**src/rtl/clarvi_mem_arbiter.sv**
```systemverilog
// Two-port Avalon-MM arbiter sharing one fixed-latency memory slave between CPU data (main) and instruction ports.
// Define CLARVI_ARB_ROUND_ROBIN_EN for round-robin conflict resolution; otherwise main has fixed priority.
module clarvi_mem_arbiter #(
  parameter int ADDR_WIDTH   = 14,
  parameter int READ_LATENCY = 1
) (
  input  logic                  clock,
  input  logic                  reset,
  input  logic [ADDR_WIDTH-1:0] avs_main_address,
  input  logic [3:0]            avs_main_byteenable,
  input  logic                  avs_main_read,
  input  logic                  avs_main_write,
  input  logic [31:0]           avs_main_writedata,
  output logic [31:0]           avs_main_readdata,
  output logic                  avs_main_waitrequest,
  output logic                  avs_main_readdatavalid,
  input  logic [ADDR_WIDTH-1:0] avs_instr_address,
  input  logic                  avs_instr_read,
  output logic [31:0]           avs_instr_readdata,
  output logic                  avs_instr_waitrequest,
  output logic                  avs_instr_readdatavalid,
  output logic [ADDR_WIDTH-1:0] avm_mem_address,
  output logic [3:0]            avm_mem_byteenable,
  output logic                  avm_mem_read,
  output logic                  avm_mem_write,
  output logic [31:0]           avm_mem_writedata,
  input  logic [31:0]           avm_mem_readdata,
  input  logic                  avm_mem_waitrequest,
  input  logic                  avm_mem_readdatavalid,
  output logic                  rsp_orphan
);

  localparam logic OWNER_MAIN  = 1'b1;
  localparam logic OWNER_INSTR = 1'b0;

  logic req_m_s;
  logic req_i_s;
  logic grant_main_s;
  logic grant_any_s;
  logic accept_s;
  logic accept_read_s;
  logic hold_valid_r;
  logic hold_owner_r;
  logic hold_req_s;
  logic [READ_LATENCY-1:0] pipe_valid_r;
  logic [READ_LATENCY-1:0] pipe_owner_r;
  logic tail_valid_s;
  logic tail_owner_s;
  logic rsp_orphan_r;
`ifdef CLARVI_ARB_ROUND_ROBIN_EN
  logic last_grant_r;
`endif

  // Request decode and grant selection; a stalled winner keeps the bus until its transfer is accepted.
  always_comb begin
    req_m_s      = avs_main_read | avs_main_write;
    req_i_s      = avs_instr_read;
    grant_any_s  = req_m_s | req_i_s;
    hold_req_s   = (hold_owner_r == OWNER_MAIN) ? req_m_s : req_i_s;
    grant_main_s = 1'b0;
    if (hold_valid_r && hold_req_s) begin
      grant_main_s = hold_owner_r;
    end else if (req_m_s && req_i_s) begin
`ifdef CLARVI_ARB_ROUND_ROBIN_EN
      grant_main_s = (last_grant_r == OWNER_INSTR);
`else
      grant_main_s = 1'b1;
`endif
    end else begin
      grant_main_s = req_m_s;
    end
    accept_s      = grant_any_s & ~avm_mem_waitrequest;
    accept_read_s = accept_s & (grant_main_s ? avs_main_read : avs_instr_read);
  end

  // Command mux onto the memory port and per-port stall generation.
  always_comb begin
    avm_mem_writedata = avs_main_writedata;
    if (grant_main_s) begin
      avm_mem_address    = avs_main_address;
      avm_mem_byteenable = avs_main_byteenable;
      avm_mem_read       = avs_main_read & ~reset;
      avm_mem_write      = avs_main_write & ~reset;
    end else begin
      avm_mem_address    = avs_instr_address;
      avm_mem_byteenable = 4'hF;
      avm_mem_read       = avs_instr_read & ~reset;
      avm_mem_write      = 1'b0;
    end
    if (!req_m_s) begin
      avs_main_waitrequest = 1'b0;
    end else if (grant_main_s) begin
      avs_main_waitrequest = avm_mem_waitrequest;
    end else begin
      avs_main_waitrequest = 1'b1;
    end
    if (!req_i_s) begin
      avs_instr_waitrequest = 1'b0;
    end else if (!grant_main_s) begin
      avs_instr_waitrequest = avm_mem_waitrequest;
    end else begin
      avs_instr_waitrequest = 1'b1;
    end
  end

  // Remember a stalled grant so the winner cannot be pre-empted mid-transfer.
  always_ff @(posedge clock or posedge reset) begin
    if (reset) begin
      hold_valid_r <= 1'b0;
      hold_owner_r <= OWNER_INSTR;
    end else begin
      hold_valid_r <= grant_any_s & avm_mem_waitrequest;
      hold_owner_r <= grant_main_s;
    end
  end

`ifdef CLARVI_ARB_ROUND_ROBIN_EN
  // Owner of the most recent accepted transfer, used to alternate on conflict.
  always_ff @(posedge clock or posedge reset) begin
    if (reset) begin
      last_grant_r <= OWNER_INSTR;
    end else if (accept_s) begin
      last_grant_r <= grant_main_s;
    end else begin
      last_grant_r <= last_grant_r;
    end
  end
`endif

  // Ownership pipe: one stage per cycle of slave read latency; writes enter as invalid slots.
  always_ff @(posedge clock or posedge reset) begin
    if (reset) begin
      pipe_valid_r <= '0;
      pipe_owner_r <= '0;
    end else begin
      for (int i = READ_LATENCY - 1; i > 0; i--) begin
        pipe_valid_r[i] <= pipe_valid_r[i-1];
        pipe_owner_r[i] <= pipe_owner_r[i-1];
      end
      pipe_valid_r[0] <= accept_read_s;
      pipe_owner_r[0] <= grant_main_s;
    end
  end

  assign tail_valid_s = pipe_valid_r[READ_LATENCY-1];
  assign tail_owner_s = pipe_owner_r[READ_LATENCY-1];

  // Sticky flag for read data that arrives with no pending read to claim it.
  always_ff @(posedge clock or posedge reset) begin
    if (reset) begin
      rsp_orphan_r <= 1'b0;
    end else if (avm_mem_readdatavalid && !tail_valid_s) begin
      rsp_orphan_r <= 1'b1;
    end else begin
      rsp_orphan_r <= rsp_orphan_r;
    end
  end

  assign rsp_orphan              = rsp_orphan_r;
  assign avs_main_readdata       = avm_mem_readdata;
  assign avs_instr_readdata      = avm_mem_readdata;
  assign avs_main_readdatavalid  = avm_mem_readdatavalid & tail_valid_s & (tail_owner_s == OWNER_MAIN);
  assign avs_instr_readdatavalid = avm_mem_readdatavalid & tail_valid_s & (tail_owner_s == OWNER_INSTR);

endmodule
```
**config.mk**
```make
export PLATFORM = sky130hd
export DESIGN_NAME = clarvi_mem_arbiter
export DESIGN_NICKNAME = d
export VERILOG_FILES = /design/src/rtl/clarvi_mem_arbiter.sv
export SDC_FILE = /design/constraint.sdc
export NUM_CORES = 1
export LEC_CHECK = 0
export ABC_AREA = 1
export BUFFER_PORTS_ARGS = -buffer_cell sky130_fd_sc_hd__buf_4
export CAP_MARGIN = 15
export CORE_AREA = 2 2 87 89
export CTS_CLUSTER_DIAMETER = 80
export DETAILED_ROUTE_END_ITERATION = 12
export DIE_AREA = 0 0 89 91
export SLEW_MARGIN = 20
export SYNTH_ARGS = -nofsm -noshare
export SYNTH_HDL_FRONTEND = slang
export SYNTH_SLANG_ARGS = --single-unit
```
**constraint.sdc**
```tcl
create_clock -name clock -period 1.4 [get_ports clock]
set_clock_uncertainty 0.1 [all_clocks]
set_input_delay 0.28 -clock clock [delete_from_list [all_inputs] [get_ports clock]]
set_output_delay 0.28 -clock clock [all_outputs]
set_load 0.03 [all_outputs]
```
* Yosys cells after proc, flatten, opt, wreduce, memory -nomap -nowiden
Index checks and enable logic that the tools add are counted.
W data, S select, Z words.
** Word-level totals
- Register bits after elaboration :: 4
- Latch bits :: 0
- RAM bits :: 0
- Bits in read-only memories :: 0
- Bits of input ports :: 103
- Output and inout bits :: 121
- Word-level logic and storage cells :: 34
- Memories kept :: 0
** Operators by class
- Add/subtract/negate cells :: 0
- $mul :: 0
- Div/mod/pow operators :: 0
- Magnitude comparators :: 0
- Equal/unequal tests :: 0
- Shift operators :: 0
- Muxes and demuxes :: 12
- Bitwise operators :: 14
- Reductions and logical operators :: 4
** Operators with widths (count)
- $mux W14 :: 1
- $mux W1 :: 10
- $and A1 B1 Y1 :: 9
- $mux W4 :: 1
- $logic_and A1 B1 Y1 :: 3
- $not A1 Y1 :: 3
- $or A1 B1 Y1 :: 2
- $logic_not A1 Y1 :: 1

* Depth between registers and ports, before layout
- Word-level depth :: 6
- Mapped depth :: 7
- Mapped depth without buffers :: 6

* Worst setup path before layout
OpenSTA, ideal clock, no wires.
- Kind :: register to output
- From :: register, netlist name pipe_owner_r
- To :: output avm_mem_address[10]
- Data arrival time :: 1.144 ns
- Data required time :: 1.020 ns
- Path slack :: -0.124 ns
- Stages on the path, launching flop included :: 8
- Path buffers :: 2
- Path through :: dfrtp_1 inv_1 nand3_1 nand2_2 buf_6 buf_12 nand2_1 nand2_1
** RTL lines
- end, declared :: RTL line 22 : output logic [ADDR_WIDTH-1:0] avm_mem_address,

==> impl_metrics.yaml <==
setup_path:
  worst_path_max_delay_cell: "dfrtp_1"
  crit_arrival_ns: 1.36
  slowest_delay_ns: 0.35
  r2r_cells: 8
  cp_cell_sequence: "inv_2, nand3_4, nand2_8, clkbuf_16, or2_1, buf_6"
  r2r_start: "pipe_owner_r"
  crit_cells: 6
  crit_start: "pipe_owner_r"
  reg2reg_slack_ns: 0.08
  critPathTopFamily: "simple AND/OR/NAND/NOR gates"
  worst-path-max-fanout: 4
  cp-start-kind: "flip-flop"
  end_kind: "output pin"
  critPathRequiredTime_ns: 1.02
  crit_buf_inv: 3
  critical_path_class: "reg2out"
global_routing:
  antenna_found_initial: 0
  grt_max_degree: 16
  grt_usage_pct: 6.51
  grt_pass1_vias: 846
  grt_pass1_wl_um: 4000
  grt_remaining_overflow: 0
hold_path:
  worstHoldStart: "avm_mem_waitrequest"
  hp-class: "in2reg"
  hold_depth: 2
logic_synthesis:
  syn_area_per_cell_um2: 6.76
  synth.yosys.seq_area_share_pct: 8.51
  synthCells: 174
  ys_types: 16
  ys_ff_latch: 4
  yosysWarnings: 0
  syn_area_um2: 1180
  synth_nets: 277
cells_and_area:
  final_core_util_pct: 21.0
  nets: 261
  final_common_cell: "buf_4"
  antenna_cells: 0
  syn_to_final_growth_pct: 27.1
  mostFrequentLayoutCells: "buf_4 (50), buf_6 (24), nand2_2 (18)"
  drive_above_1_share_pct: 77.6
floorplanning:
  chipHeight_um: 91
  coreArea_um2: 7140
  io-pin-count: 224
  rows: 31
  start_util_pct: 16.5
  die_area_um2: 8100
  fp.dieW_um: 89
drt:
  ant_nets: 0
  routedWlPerCell_um: 12.9
  drtPass1Iterations: 2
  drc_errors: 0
  drt-total-wl_um: 3290
  num_vias: 881
  detailedRoute.firstIterationViolations: 13
  vias_per_cell: 3.45
sta:
  setup_viol: 24
  fin_crit_ns: 1.74
  setup_ws_ns: -0.338
  hold_viol: 0
  rsz0062_at_grt: "yes"
  fmax_ghz: 0.575
  maxSlewViolCount: 0
  max_slew_margin_pct: 83.7
  tightest_slew_ns: 0.245
  fin_crit_sh_pct: 124
pwr:
  power_frac_comb_pct: 61.0
  switchingPower_mw: 0.362
  p_sw_share_pct: 38.1
  leakage_nw: 0.744
  seqPwrFrac_pct: 13.3
  p_clk_share_pct: 25.7
  ir_worst_vdd_uv: 165
  power.density_nw_per_um2: 636
  power.internal_mw: 0.589
clocking:
  clock_sinks: 4
  path_clk_slew_ns: 0.03
  cts_buffer_depth: 2
  cts_tree: "done"
  clk_root_buffer_cell: "clkbuf_8"
  htree_levels: 1
  clk_latency_ns: 0.22
  numCtsBuffers: 3
place:
  io_buffers: 63
  dp_hpwl_um: 2330
  gp_congestion: 0.784
  pre_cts_ws_ns: -0.164
outcome:
  outcome: "finished, violations left"
  violations: "setup timing"
flow_run:
  cap_violations: 0
[registers in the layout (all words and copies together), names as in the netlist]
register      cells
hold_valid_r      1
pipe_owner_r      1
pipe_valid_r      1
rsp_orphan        1
[power groups by stage]
stage	Sequential [mW]	Clock (mW)	Combinational, mW
floorplan	0.126	0	0.770
global placement	0.127	0	0.456
detailed placement	0.127	0	0.462
CTS	0.127	0.252	0.530
global route	0.127	0.254	0.613
finish	0.127	0.244	0.580
[Yosys cell counts]
cell type	instances	area share, %
a21oi_1	2	0.85
a21oi_4	1	1.4
buf_12	1	1.7
buf_4	97	62
buf_6	1	0.96
dfrtp_1	4	8.5
inv_1	8	2.6
inv_2	2	0.64
nand2_1	42	13
nand2_2	3	1.6
nand3_1	3	1.3
nor2_1	2	0.64
nor2_4	1	0.96
nor3_1	2	0.85
o21bai_1	1	0.64
or2_1	4	2.1
[metal layers]
metal / vias to the layer above / share of wire [%] / global-route usage (%)
li1: 394 / - / -
met1: 389 / 26 / 4.54
met2: 59 / 53 / 11.9
met3: 39 / 14 / 2.55
met4: 0 / 7.5 / 6.84
met5: - / 0 / 0
[what timing repair did]
action / 4_1_cts / 5_1_grt
hold buffers: 1 / 0
endpoints found under the hold margin: 4 / 0
cloned: 1 / 1
endpoints found under the setup margin: 24 / 25
buffers inserted: 3 / 2
gates resized for setup: 26 / 23
pin swaps: 5 / 5
[cell families (layout without fill, tap and decap cells)]
kind of cell | Yosys count | after routing | synth area share, %
simple gates | 57 | 57 | 20.9
compound gates | 4 | 4 | 2.87
buf+inv | 109 | 91 | 67.8
flops | 4 | 4 | 8.51
[worst register-to-register path, cell delays in order, from the launching register on]
cell	delay, ns
dfrtp_1	0.38
inv_2	0.08
nand3_4	0.11
buf_6	0.15
nand3_2	0.05
nand2_2	0.06
buf_4	0.13
buf_4	0.12
nor2_1	0.08
[path summary, 6_finish.rpt]
kind                                         end
max in group asynchronous             rsp_orphan
min in group asynchronous           pipe_owner_r
min reg2reg                           rsp_orphan
max reg2reg                         pipe_valid_r
max                        avm_mem_byteenable[0]
min                                 pipe_valid_r
[per-stage QoR]
stage | TNS, ns | hold WS (ns) | std cells | cell area, um^2 | power, mW
6_report | -6.38 | 0.124 | 255 | 1500 | 0.950
5_1_grt | -7.39 | 0.133 | 255 | 1500 | 0.994
4_1_cts | -6.27 | 0.121 | 253 | 1380 | 0.909
3_5_place_dp | -2.14 | 0.187 | 246 | 1180 | 0.589
3_3_place_gp | -1.75 | 0.183 | 246 | 1180 | 0.583
2_1_floorplan | -0.264 | -0.0455 | 174 | 1270 | 0.896
[cell type report]
cell class	count	area (um^2)
Multi-Input combinational cell	61	459
Fill cell	790	5640
Inverter	10	42.5
Clock buffer	3	41.3
Sequential cell	4	100
Timing Repair Buffer	78	728
Tap cell	99	124
(Power assumes the default switching activity.)
